File: src/rtl/dp_pkg.sv
// Shared datapath definitions: status-flag bit positions and a constant log2 helper.
package dp_pkg;

  localparam int FLAG_ZERO  = 0;
  localparam int FLAG_NEG   = 1;
  localparam int FLAG_CARRY = 2;
  localparam int FLAG_W     = 3;

  function automatic int clog2(input int value);
    int r;
    r = 0;
    for (int i = 0; i < 31; i++) begin
      if ((1 << i) < value) r = i + 1;
    end
    return r;
  endfunction

endpackage

File: src/rtl/sync_fifo.sv
// Show-ahead synchronous FIFO with wrap-bit pointers; head is readable with zero latency.
// A new entry appears one cycle after the push edge; the push is ignored when full and the pop is ignored when empty.
module sync_fifo
  import dp_pkg::*;
#(
  parameter int W     = 19,
  parameter int DEPTH = 8,
  localparam int AW   = clog2(DEPTH)
) (
  input  logic          clk,
  input  logic          rst_n,
  input  logic          push_i,
  input  logic          pop_i,
  input  logic [W-1:0]  wdata_i,
  output logic [W-1:0]  rdata_o,
  output logic          full_o,
  output logic          empty_o,
  output logic [AW:0]   level_o
);

  logic [AW:0]  wr_ptr_q, wr_ptr_d;
  logic [AW:0]  rd_ptr_q, rd_ptr_d;
  logic [W-1:0] mem_q [DEPTH];
  logic         do_push, do_pop;

  assign empty_o = (wr_ptr_q == rd_ptr_q);
  assign full_o  = (wr_ptr_q[AW-1:0] == rd_ptr_q[AW-1:0]) &&
                   (wr_ptr_q[AW] != rd_ptr_q[AW]);
  assign level_o = wr_ptr_q - rd_ptr_q;

  assign do_push = push_i && !full_o;
  assign do_pop  = pop_i && !empty_o;

  // Empty reads 0 so the consumer never sees stale storage.
  assign rdata_o = empty_o ? '0 : mem_q[rd_ptr_q[AW-1:0]];

  always_comb begin
    wr_ptr_d = wr_ptr_q;
    rd_ptr_d = rd_ptr_q;
    if (do_push) wr_ptr_d = wr_ptr_q + (AW+1)'(1);
    if (do_pop)  rd_ptr_d = rd_ptr_q + (AW+1)'(1);
  end

  always_ff @(posedge clk or negedge rst_n) begin
    if (!rst_n) begin
      wr_ptr_q <= '0;
      rd_ptr_q <= '0;
    end else begin
      wr_ptr_q <= wr_ptr_d;
      rd_ptr_q <= rd_ptr_d;
    end
  end

  always_ff @(posedge clk) begin
    if (do_push) mem_q[wr_ptr_q[AW-1:0]] <= wdata_i;
  end

endmodule

File: src/rtl/dp_result_fifo.sv
// Flags each datapath result {carry,neg,zero} and buffers it; head visible 1 cycle after push.
// in_ready = !full (independent of out_ready); offers made while full are dropped and counted.
module dp_result_fifo
  import dp_pkg::*;
#(
  parameter int N     = 16,
  parameter int DEPTH = 8,
  parameter int CNT_W = 16,
  localparam int LW   = clog2(DEPTH) + 1
) (
  input  logic              clk,
  input  logic              rst_n,
  input  logic              in_valid,
  input  logic [N-1:0]      in_y,
  input  logic              in_co,
  output logic              in_ready,
  output logic              out_valid,
  input  logic              out_ready,
  output logic [N-1:0]      out_y,
  output logic [FLAG_W-1:0] out_flags,
  output logic [LW-1:0]     level,
  output logic [CNT_W-1:0]  drop_cnt,
  output logic [CNT_W-1:0]  total_cnt
);

  logic [FLAG_W-1:0]   in_flags;
  logic [N+FLAG_W-1:0] rdata;
  logic                full, empty, push, pop;
  logic [CNT_W-1:0]    drop_cnt_q, drop_cnt_d;
  logic [CNT_W-1:0]    total_cnt_q, total_cnt_d;

  always_comb begin
    in_flags             = '0;
    in_flags[FLAG_ZERO]  = (in_y == '0);
    in_flags[FLAG_NEG]   = in_y[N-1];
    in_flags[FLAG_CARRY] = in_co;
  end

  assign in_ready  = !full;
  assign out_valid = !empty;
  assign push      = in_valid && in_ready;
  assign pop       = out_valid && out_ready;

  sync_fifo #(
    .W     (N + FLAG_W),
    .DEPTH (DEPTH)
  ) u_fifo (
    .clk     (clk),
    .rst_n   (rst_n),
    .push_i  (push),
    .pop_i   (pop),
    .wdata_i ({in_flags, in_y}),
    .rdata_o (rdata),
    .full_o  (full),
    .empty_o (empty),
    .level_o (level)
  );

  assign out_y     = rdata[N-1:0];
  assign out_flags = rdata[N +: FLAG_W];

  always_comb begin
    drop_cnt_d  = drop_cnt_q;
    total_cnt_d = total_cnt_q;
    if (in_valid && !in_ready && (drop_cnt_q != '1)) drop_cnt_d  = drop_cnt_q + CNT_W'(1);
    if (push && (total_cnt_q != '1))                 total_cnt_d = total_cnt_q + CNT_W'(1);
  end

  always_ff @(posedge clk or negedge rst_n) begin
    if (!rst_n) begin
      drop_cnt_q  <= '0;
      total_cnt_q <= '0;
    end else begin
      drop_cnt_q  <= drop_cnt_d;
      total_cnt_q <= total_cnt_d;
    end
  end

  assign drop_cnt  = drop_cnt_q;
  assign total_cnt = total_cnt_q;

endmodule
File: config.mk
export PLATFORM = sky130hd
export DESIGN_NAME = dp_result_fifo
export DESIGN_NICKNAME = d
export VERILOG_FILES = /design/src/rtl/dp_pkg.sv /design/src/rtl/sync_fifo.sv /design/src/rtl/dp_result_fifo.sv
export SDC_FILE = /design/constraint.sdc
export NUM_CORES = 1
export LEC_CHECK = 0
export BUFFER_PORTS_ARGS = -buffer_cell sky130_fd_sc_hd__buf_2
export CORE_UTILIZATION = 55
export DETAILED_ROUTE_END_ITERATION = 8
export MAX_ROUTING_LAYER = met4
export PLACE_DENSITY = 0.75
export SLEW_MARGIN = 20
export SYNTH_ARGS = -nofsm -noshare
export SYNTH_HDL_FRONTEND = slang
export SYNTH_HIERARCHICAL = 1
export SYNTH_SLANG_ARGS = --single-unit
export TNS_END_PERCENT = 30
File: constraint.sdc
create_clock -name clk -period 6.62 [get_ports clk]
set_input_delay 0.331 -clock clk [delete_from_list [all_inputs] [get_ports clk]]
set_output_delay 0.331 -clock clk [all_outputs]
set_load 0.02 [all_outputs]
==> impl_metrics.csv, run 1 <==
group,metric,value,unit
timing,fmax,265,MHz
route,postRouteAntennaNets,0,
synth,synthCells,513,
clock_tree,insertion_delay,0.43,ns
worst_setup_path,crit_cells,8,
timing,setup_viol,0,
synth,synth_edf_count,152,
floorplanning,core,14500,um2
worst_setup_path,reg2reg_to,"u_fifo/mem_q[4][2]",
timing,drv_slew,0,
timing,worst_pin_slew,1.09,ns
timing,slew-limit-headroom,0.275,
clock_tree,path_clk_slew,0.06,ns
global_route,grt_max_degree,43,
power,leakage,3.72,nW
worst_setup_path,max_stage_delay,0.89,ns
place,postPlaceCellArea,8710,um2
synth,syn-cell-area,8140,um2
timing,fin_tns_setup,0,ns
synth,yosysSeqAreaShare,0.684,
cells_and_area,drive_gt1_frac,0.249,
power,max-vdd-ir-drop,0.418,mV
synth,synth_ff_type,"edfxtp_1",
place,numPortBuffers,77,
route,drc,0,
global_route,grt_pass1_vias,4639,
place,hpwl,9.68,mm
floorplanning,ios,78,
route,first_iter_violations,361,
synth,synth_top_cell_area_share,0.561,
worst_setup_path,rr_worst_depth,8,
synth,synth_seq_cells,192,
power,power_per_cell_area,473,nW/um2
cells_and_area,diodes,0,
route,detail_route.first_pass.iterations,6,
synth,syn_nets,542,
clock_tree,clk_path_buf_depth,2,
cells_and_area,fillers,1083,
cells_and_area,postLayoutCellArea,9290,um2
global_route,grt_overflow,0,
route,wl_per_cell,19.7,um
floorplanning,start_util,0.562,
clock_tree,clockRootBuffer,"clkbuf_16",
worst_setup_path,critPathLaunch,"u_fifo/rd_ptr_q[0]",
floorplanning,die_area,15300,um2
worst_setup_path,critical_path_class,"flip-flop to flip-flop",
global_route,grt_pass1_wl,24.6,mm
floorplanning,rows,44,
worst_setup_path,cp-start-kind,"flip-flop",
global_route,grt_util_all_layers,0.229,
worst_setup_path,path_buf_inv,2,
clock_tree,ctsResizeCount,0,
worst_setup_path,cp_top_family,"simple AND/OR/NAND/NOR gates",
cells_and_area,fin_util,0.642,
worst_setup_path,endpoint,"u_fifo/mem_q[4][2]",
cells_and_area,nets,627,
synth,yosys_warnings,6,
cells_and_area,layout_commonest_cell,"edfxtp_1",
cells_and_area,final_cell_mix,"edfxtp_1, buf_2, mux2i_1, dfrtp_1, nand2_1",
worst_setup_path,crit_chain,"ha_1 -> nand3_1 -> nor2_1 -> nand2b_1 -> inv_1 -> o211ai_2 -> nor3_2 -> buf_4",
cells_and_area,syn_to_final_growth,14.1,%
timing,hold_viol_final,0,
clock_tree,cts_made_buffers,17,
run_status,outcome,"finished clean",
synth,yosys.cell_types.count,47,
floorplanning,fp.dieW,124,um
clock_tree,post_cts_buffers,0,
clock_tree,cts_hold_buf,0,
synth,yosys-top-cells-area,"edfxtp_1, dfrtp_1, mux2i_1, xor2_1, a221oi_2",
synth,avgSynthCellArea,15.9,um2
worst_setup_path,cp.arrival,3.90,ns
clock_tree,cts_max_level,4,
clock_tree,clkSinkCount,192,
timing,finalCriticalPeriod,3.78,ns
worst_setup_path,r2r-start,"u_fifo/rd_ptr_q[0]",
worst_setup_path,path_max_fanout,42,
worst_setup_path,cp-end-kind,"flip-flop",
route,viasPerCell,5.82,
place,gp_congestion,0.780,
synth,ys_async_sr_fraction,0.208,
timing,final.period_utilization,0.571,
worst_setup_path,reg2reg_setup_slack,2.84,ns
clock_tree,cts_tree,"done",
timing,rsz0062_at_grt,"false",
min_path,hold_class,"input pin to asynchronous set/reset pin",
floorplanning,die_y,124,um
worst_setup_path,slowest_stage,"dfrtp_4",
flow_run,maxCapViolCount,0,
route,routed_wl,15.7,mm
timing,fin_worst_skew,0.00976,ns
route,dr_total_vias,4626,
global_route,antenna_found_initial,0,
worst_setup_path,worstPathRequired,6.75,ns
synth,synth_top_area_cell,"edfxtp_1",
[registers in the layout (all words and copies together) (netlist names)]
name	flops
u_fifo/rd_ptr_q	4
u_fifo/wr_ptr_q	4
u_fifo/mem_q	152
total_cnt	16
drop_cnt	16
[worst register-to-register path, cell delays in order, from the launching register on]
cell and delay (ns):
dfrtp_4 0.89, ha_1 0.42, nand3_1 0.19, nor2_1 0.12, nand2b_1 0.34, inv_1 0.18
o211ai_2 0.19, nor3_2 0.81, buf_4 0.35
[worst min path at each step]
stage                          to  slack, ns  depth (start not counted)
floorplan             drop_cnt[0]       0.04                          0
global placement     total_cnt[7]       0.47                          1
detailed placement   total_cnt[7]       0.49                          1
CTS                 total_cnt[11]       0.05                          1
global route        total_cnt[11]        0.1                          1
finish              total_cnt[11]       0.02                          1
[Yosys cell counts (8+ instances only)]
cell,instances
nand4_1,13
a221oi_1,9
xnor2_1,15
mux2i_1,76
nor2_1,8
a22oi_1,19
nor3_1,14
nand3_1,15
nand2_1,29
inv_1,13
a221oi_2,10
edfxtp_1,152
xor2_1,22
dfrtp_1,40
[layer usage]
layer	part of all wire	up-vias	global-route usage
met4	0.019	0	0.0926
met3	0.045	25	0.0485
met2	0.50	130	0.364
met5	0	-	-
met1	0.43	2318	0.288
li1	-	2153	-
[power breakdown]
part           total [W]  internal [W]  switching (W)  leakage (nW)
sequential       0.00172       0.00153       0.000186          1.90
clock            0.00100      0.000587       0.000414         0.279
combinational    0.00168      0.000625        0.00105          1.53
[per-stage QoR]
stage / hold slack [ns] / total power, W / setup slack [ns] / std cells
after floorplan: 0.0354 / 0.00293 / 2.64 / 513
after global placement: 0.474 / 0.00337 / 3.04 / 763
after detailed placement: 0.490 / 0.00342 / 2.94 / 763
after CTS: 0.0465 / 0.00442 / 2.88 / 795
after global routing: 0.0972 / 0.00463 / 2.62 / 795
final: 0.0171 / 0.00440 / 2.84 / 795
[cells by family after synthesis]
logic type / count (synthesis) / synth area share
buffers and inverters: 33 / 0.0249
DFF: 192 / 0.684
adders and majority gates: 8 / 0.0132
muxes: 80 / 0.0994
and+or+nand+nor: 116 / 0.0848
AOI/OAI and AO/OA: 46 / 0.0523
xor gates and xnor gates: 38 / 0.0418
[final cells by class]
class / instances / area [um2] / share of cell area
clock buffer: 19 / 433 / 0.0466
tap: 184 / 230 / 0.0248
timing repair buffer: 86 / 453 / 0.0487
inverter: 13 / 48.8 / 0.00525
sequential: 192 / 5570 / 0.599
clock inverter: 13 / 145 / 0.0156
multi-input combinational: 288 / 2410 / 0.260
Note: power is estimated with default switching activity, not from simulation.
==> run 2: changes to the inputs <==
==> constraint.sdc (replaced) <==
create_clock -name clk -period 3.5 [get_ports clk]
set_input_delay 0.175 -clock clk [delete_from_list [all_inputs] [get_ports clk]]
set_output_delay 0.175 -clock clk [all_outputs]
set_load 0.02 [all_outputs]
==> run 2 against run 1 <==
Net effect: routed wire length down 0.63%; highest routed layer unchanged; die area unchanged; critical path depth is 1 lower.
==> impl_metrics.csv, run 2 (same netlist as run 1, synthesis figures left out) <==
group,metric,value,unit
cells_and_area,diodes,0,
run_status,outcome,"finished clean",
clock_tree,clockRootBuffer,"clkbuf_16",
timing,setup_slack,0.294,ns
global_route,grt_overflow,0,
route,detail_route.first_pass.iterations,4,
clock_tree,ctsResizeCount,0,
clock_tree,cts_made_buffers,17,
timing,fmax,312,MHz
timing,drv_slew,0,
worst_setup_path,crit_top_cell,"buf_4",
worst_setup_path,critical_path_class,"flip-flop to output pin",
floorplanning,core,14500,um2
floorplanning,fp.dieW,124,um
clock_tree,clk_path_buf_depth,2,
flow_run,maxCapViolCount,0,
route,routed_wl,15.6,mm
floorplanning,start_util,0.562,
route,drc,0,
power,sequentialPowerShare,0.375,
clock_tree,cts_max_level,4,
global_route,grt_pass1_wl,24.3,mm
clock_tree,cts_tree,"done",
cells_and_area,syn_to_final_growth,14.9,%
global_route,grt_max_degree,43,
worst_setup_path,cp-start-kind,"flip-flop",
timing,rsz0062_at_grt,"false",
floorplanning,die_y,124,um
worst_setup_path,path_max_fanout,42,
power,p_int,0.00522,W
clock_tree,clkSinkCount,192,
worst_setup_path,cp.arrival,3.03,ns
global_route,grt_pass1_vias,4662,
clock_tree,path_clk_slew,0.07,ns
route,dr_total_vias,4611,
timing,final.period_utilization,0.916,
worst_setup_path,worstPathRequired,3.32,ns
worst_setup_path,cp-end-kind,"output pin",
place,gp_congestion,0.876,
worst_setup_path,slowest_stage,"buf_4",
power,combinationalPowerShare,0.393,
power,power,0.00836,W
clock_tree,post_cts_buffers,0,
floorplanning,die_area,15300,um2
min_path,hold_class,"input pin to flip-flop",
timing,finalCriticalPeriod,3.21,ns
cells_and_area,nets,633,
route,wl_per_cell,19.4,um
worst_setup_path,reg2reg_setup_slack,0.64,ns
cells_and_area,layout_commonest_cell,"edfxtp_1",
power,power_switching,0.00315,W
floorplanning,rows,44,
cells_and_area,final_cell_mix,"edfxtp_1, buf_2, mux2i_1, dfrtp_1, nand2_1",
route,first_iter_violations,308,
timing,hold_slack,0.0265,ns
timing,fin_worst_skew,0.00457,ns
place,numPortBuffers,77,
clock_tree,insertion_delay,0.42,ns
worst_setup_path,crit_chain,"buf_4 -> buf_4 -> mux2i_1 -> a22oi_1 -> nand2_1 -> a221oi_1 -> buf_2",
worst_setup_path,max_stage_delay,0.69,ns
floorplanning,ios,78,
place,placed_cells,768,
route,postRouteAntennaNets,0,
cells_and_area,drive_gt1_frac,0.256,
timing,setup_viol,0,
route,viasPerCell,5.76,
timing,hold_viol_final,0,
power,leakage,3.75,nW
place,pre_cts_slack,0.658,ns
cells_and_area,largest_register_ffs,152,
power,power_per_cell_area,894,nW/um2
power,p_clk_frac,0.231,
cells_and_area,final_cells,801,
timing,worst_pin_slew,0.911,ns
clock_tree,cts_hold_buf,1,
global_route,antenna_found_initial,0,
power,swShare,0.376,
timing,slew-limit-headroom,0.393,
global_route,grt_util_all_layers,0.225,
place,hpwl,9.55,mm
power,max-vdd-ir-drop,0.630,mV
cells_and_area,fillers,1055,
run 2: changes by cell type in the layout (fill, tap and decap cells not counted), sizes merged:
cell | before | now
buf | 86 | 91
dlygate4sd3 | 0 | 1
inv | 13 | 15
clkbuf | 19 | 17
clkinv | 8 | 6
clkinvlp | 2 | 4
run 2: routing by layer:
| metal | part of all wire | global-route usage | up-vias |
|---|---|---|---|
| met5 | 0 | - | - |
| met2 | 0.49 | 0.361 | 139 |
| li1 | - | - | 2162 |
| met1 | 0.43 | 0.282 | 2286 |
| met3 | 0.055 | 0.0398 | 24 |
| met4 | 0.023 | 0.0956 | 0 |
run 2: through the flow:
step	TNS, ns	area, um2	util
2_1_floorplan	-0.517	8150	-
3_3_place_gp	0	8750	0.604
3_5_place_dp	0	8750	0.604
4_1_cts	0	9360	0.646
5_1_grt	0	9360	0.646
6_report	0	9360	0.646
run 2: final cells by class:
type / instances / area [um2] / area share
Clock inverter: 15 / 168 / 0.0179
Clock buffer: 17 / 425 / 0.0455
Inverter: 13 / 48.8 / 0.00522
Sequential cell: 192 / 5570 / 0.595
Timing Repair Buffer: 92 / 500 / 0.0535
Multi-Input combinational cell: 288 / 2410 / 0.258
Tap cell: 184 / 230 / 0.0246
run 2: worst paths after layout:
path	startpoint	depth (start not counted)	to
setup reg to reg	u_fifo/wr_ptr_q[0]	9	u_fifo/mem_q[0][16]
setup / recovery	u_fifo/rd_ptr_q[0]	7	out_y[6]
hold reg to reg	total_cnt[7]	1	total_cnt[7]
hold / removal	in_co	1	u_fifo/mem_q[4][18]
min in group asynchronous	rst_n	2	total_cnt[15]
max in group asynchronous	rst_n	2	u_fifo/rd_ptr_q[0]
run 2: power groups by stage:
stage / sequential [W] / combinational (W) / clock, W
floorplan: 0.00321 / 0.00234 / 0
global placement: 0.00316 / 0.00325 / 0
detailed placement: 0.00318 / 0.00331 / 0
CTS: 0.00314 / 0.00333 / 0.00196
global route: 0.00317 / 0.00358 / 0.00204
finish: 0.00314 / 0.00329 / 0.00193
run 2: worst max-delay path: cells and delay by family (launching register included):
kind | cells | cell delay (ns)
buffers and inverters | 3 | 1.42
multiplexers | 1 | 0.21
AND/OR/NAND/NOR | 1 | 0.08
AO/OA/AOI/OAI | 2 | 0.46
flip-flops | 1 | 0.40
==> run 3: changes to the inputs <==
==> constraint.sdc (replaced) <==
create_clock -name clk -period 3.5 [get_ports clk]
set_input_delay 0.175 -clock clk [delete_from_list [all_inputs] [get_ports clk]]
set_output_delay 0.175 -clock clk [all_outputs]
set_load 0.005 [all_outputs]
==> run 3 against run 2 <==
Net effect: flip-flop and latch count unchanged; utilization is 0.35 points higher; total power fell by 5.6%; non-clock buffer count rose by 2; combinational power shrank 15%; clock-buffer cell count up 8; via count rose by 1.9%; sequential share of layout area fell by 0.32 points; setup slack improved by 0.023 ns; first-iteration DRC count up 1.6%; maximum frequency increased by 0.73%; largest power group is now sequential cells.
==> impl_metrics.csv, run 3 (same netlist as run 1, synthesis figures left out) <==
group,metric,value,unit
cells_and_area,final_cells,803,
power,combinationalPowerShare,0.355,
timing,slew-limit-headroom,0.415,
clock_tree,clk_path_buf_depth,2,
worst_setup_path,cp-end-kind,"output pin",
timing,worst_pin_slew,0.877,ns
place,pre_cts_slack,0.539,ns
place,hpwl,9.95,mm
clock_tree,clockRootBuffer,"clkbuf_16",
clock_tree,cts_tree,"done",
route,postRouteAntennaNets,0,
clock_tree,path_clk_slew,0.06,ns
worst_setup_path,cp.arrival,3.01,ns
route,detail_route.first_pass.iterations,4,
cells_and_area,postLayoutCellArea,9410,um2
timing,fin_worst_skew,0.00686,ns
cells_and_area,layout_commonest_cell,"edfxtp_1",
floorplanning,ios,78,
clock_tree,cts_max_level,4,
power,p_clk_frac,0.247,
power,p_int,0.00526,W
timing,fmax,314,MHz
timing,hold_viol_final,0,
cells_and_area,largest_register_ffs,152,
flow_run,maxCapViolCount,0,
place,numPortBuffers,77,
route,dr_total_vias,4697,
power,power_per_cell_area,839,nW/um2
cells_and_area,diodes,0,
global_route,grt_pass1_wl,24.6,mm
route,first_iter_violations,313,
power,leakage,3.80,nW
power,swShare,0.334,
power,sequentialPowerShare,0.398,
clock_tree,cts_made_buffers,17,
global_route,grt_max_degree,41,
clock_tree,clkSinkCount,192,
worst_setup_path,critical_path_class,"flip-flop to output pin",
power,power_switching,0.00264,W
global_route,grt_util_all_layers,0.229,
global_route,antenna_found_initial,0,
timing,rsz0062_at_grt,"false",
worst_setup_path,worstPathRequired,3.32,ns
cells_and_area,syn_to_final_growth,15.5,%
run_status,outcome,"finished clean",
timing,hold_slack,0.0364,ns
cells_and_area,final_cell_mix,"edfxtp_1, buf_2, mux2i_1, dfrtp_1, nand2_1",
timing,finalCriticalPeriod,3.18,ns
floorplanning,fp.dieW,124,um
floorplanning,start_util,0.562,
timing,setup_viol,0,
worst_setup_path,path_max_fanout,40,
timing,fin_tns_setup,0,ns
global_route,grt_pass1_vias,4696,
place,gp_congestion,0.904,
cells_and_area,drive_gt1_frac,0.263,
timing,setup_slack,0.318,ns
clock_tree,insertion_delay,0.43,ns
min_path,hold_class,"input pin to flip-flop",
floorplanning,rows,44,
floorplanning,die_area,15300,um2
power,max-vdd-ir-drop,0.474,mV
timing,final.period_utilization,0.909,
route,drc,0,
route,routed_wl,15.9,mm
clock_tree,post_cts_buffers,0,
route,wl_per_cell,19.8,um
floorplanning,die_y,124,um
route,viasPerCell,5.85,
timing,drv_slew,0,
place,placed_cells,770,
worst_setup_path,cp-start-kind,"flip-flop",
place,postPlaceCellArea,8780,um2
cells_and_area,fillers,1038,
floorplanning,core,14500,um2
global_route,grt_overflow,0,
cells_and_area,nets,635,
-- run 3: changes by cell type in the layout (fill, tap and decap cells not counted), moves of 2 or more --
cell | before | now
bufinv_16 | 3 | 1
clkbuf_16 | 17 | 19
clkbuf_8 | 0 | 5
clkinv_1 | 3 | 0
clkinvlp_4 | 4 | 0
inv_4 | 0 | 2
inv_6 | 2 | 0
-- run 3: final cells by class --
type / count / area, um2 / area share
multi-input cells: 288 / 2410 / 0.257
flip-flops and latches: 192 / 5570 / 0.592
well taps: 184 / 230 / 0.0245
clock buffers: 25 / 549 / 0.0584
repair buffers: 94 / 528 / 0.0561
clock inverters: 7 / 66.3 / 0.00705
inverters: 13 / 48.8 / 0.00519
-- run 3: final timing paths --
path / start / to / slack, ns / cells after the start
setup / recovery: u_fifo/rd_ptr_q[0] / out_y[1] / 0.32 / 7
max in group asynchronous: rst_n / u_fifo/rd_ptr_q[0] / 2.46 / 2
hold / removal: in_co / u_fifo/mem_q[7][18] / 0.04 / 1
min in group asynchronous: rst_n / total_cnt[1] / 0.41 / 2
hold reg to reg: total_cnt[7] / total_cnt[7] / 0.51 / 1
setup reg to reg: u_fifo/wr_ptr_q[0] / u_fifo/mem_q[2][10] / 0.53 / 9
-- run 3: power by group through the flow --
| stage | registers [W] | logic [W] | clock network, W |
|---|---|---|---|
| 2_1_floorplan | 0.00313 | 0.00193 | 0 |
| 3_3_place_gp | 0.00316 | 0.00276 | 0 |
| 3_5_place_dp | 0.00318 | 0.00282 | 0 |
| 4_1_cts | 0.00314 | 0.00283 | 0.00199 |
| 5_1_grt | 0.00318 | 0.00310 | 0.00207 |
| 6_report | 0.00314 | 0.00280 | 0.00195 |
-- run 3: routing by layer --
metal	global-route usage	wire, um
met3	0.0472	712
met5	-	0
met1	0.291	7050
met2	0.361	7890
met4	0.0904	253
-- run 3: stage by stage --
step / utilization / total power (W)
after floorplan: - / 0.00507
after global placement: 0.606 / 0.00592
after detailed placement: 0.606 / 0.00600
after CTS: 0.650 / 0.00797
after global routing: 0.650 / 0.00835
final: 0.650 / 0.00789
-- run 3: what timing repair did --
item | in CTS | in global routing
hold buffers | 1 | 0
endpoints found under the hold margin | 40 | 0
gates resized for setup | 0 | 0
-- run 3: critical path, cell delays in order, from the launching register on --
cell and delay [ns]:
dfrtp_4 0.41, buf_4 0.53, buf_4 0.67, mux2i_1 0.22, a22oi_1 0.17, nand2_1 0.07
a221oi_1 0.25, buf_2 0.17
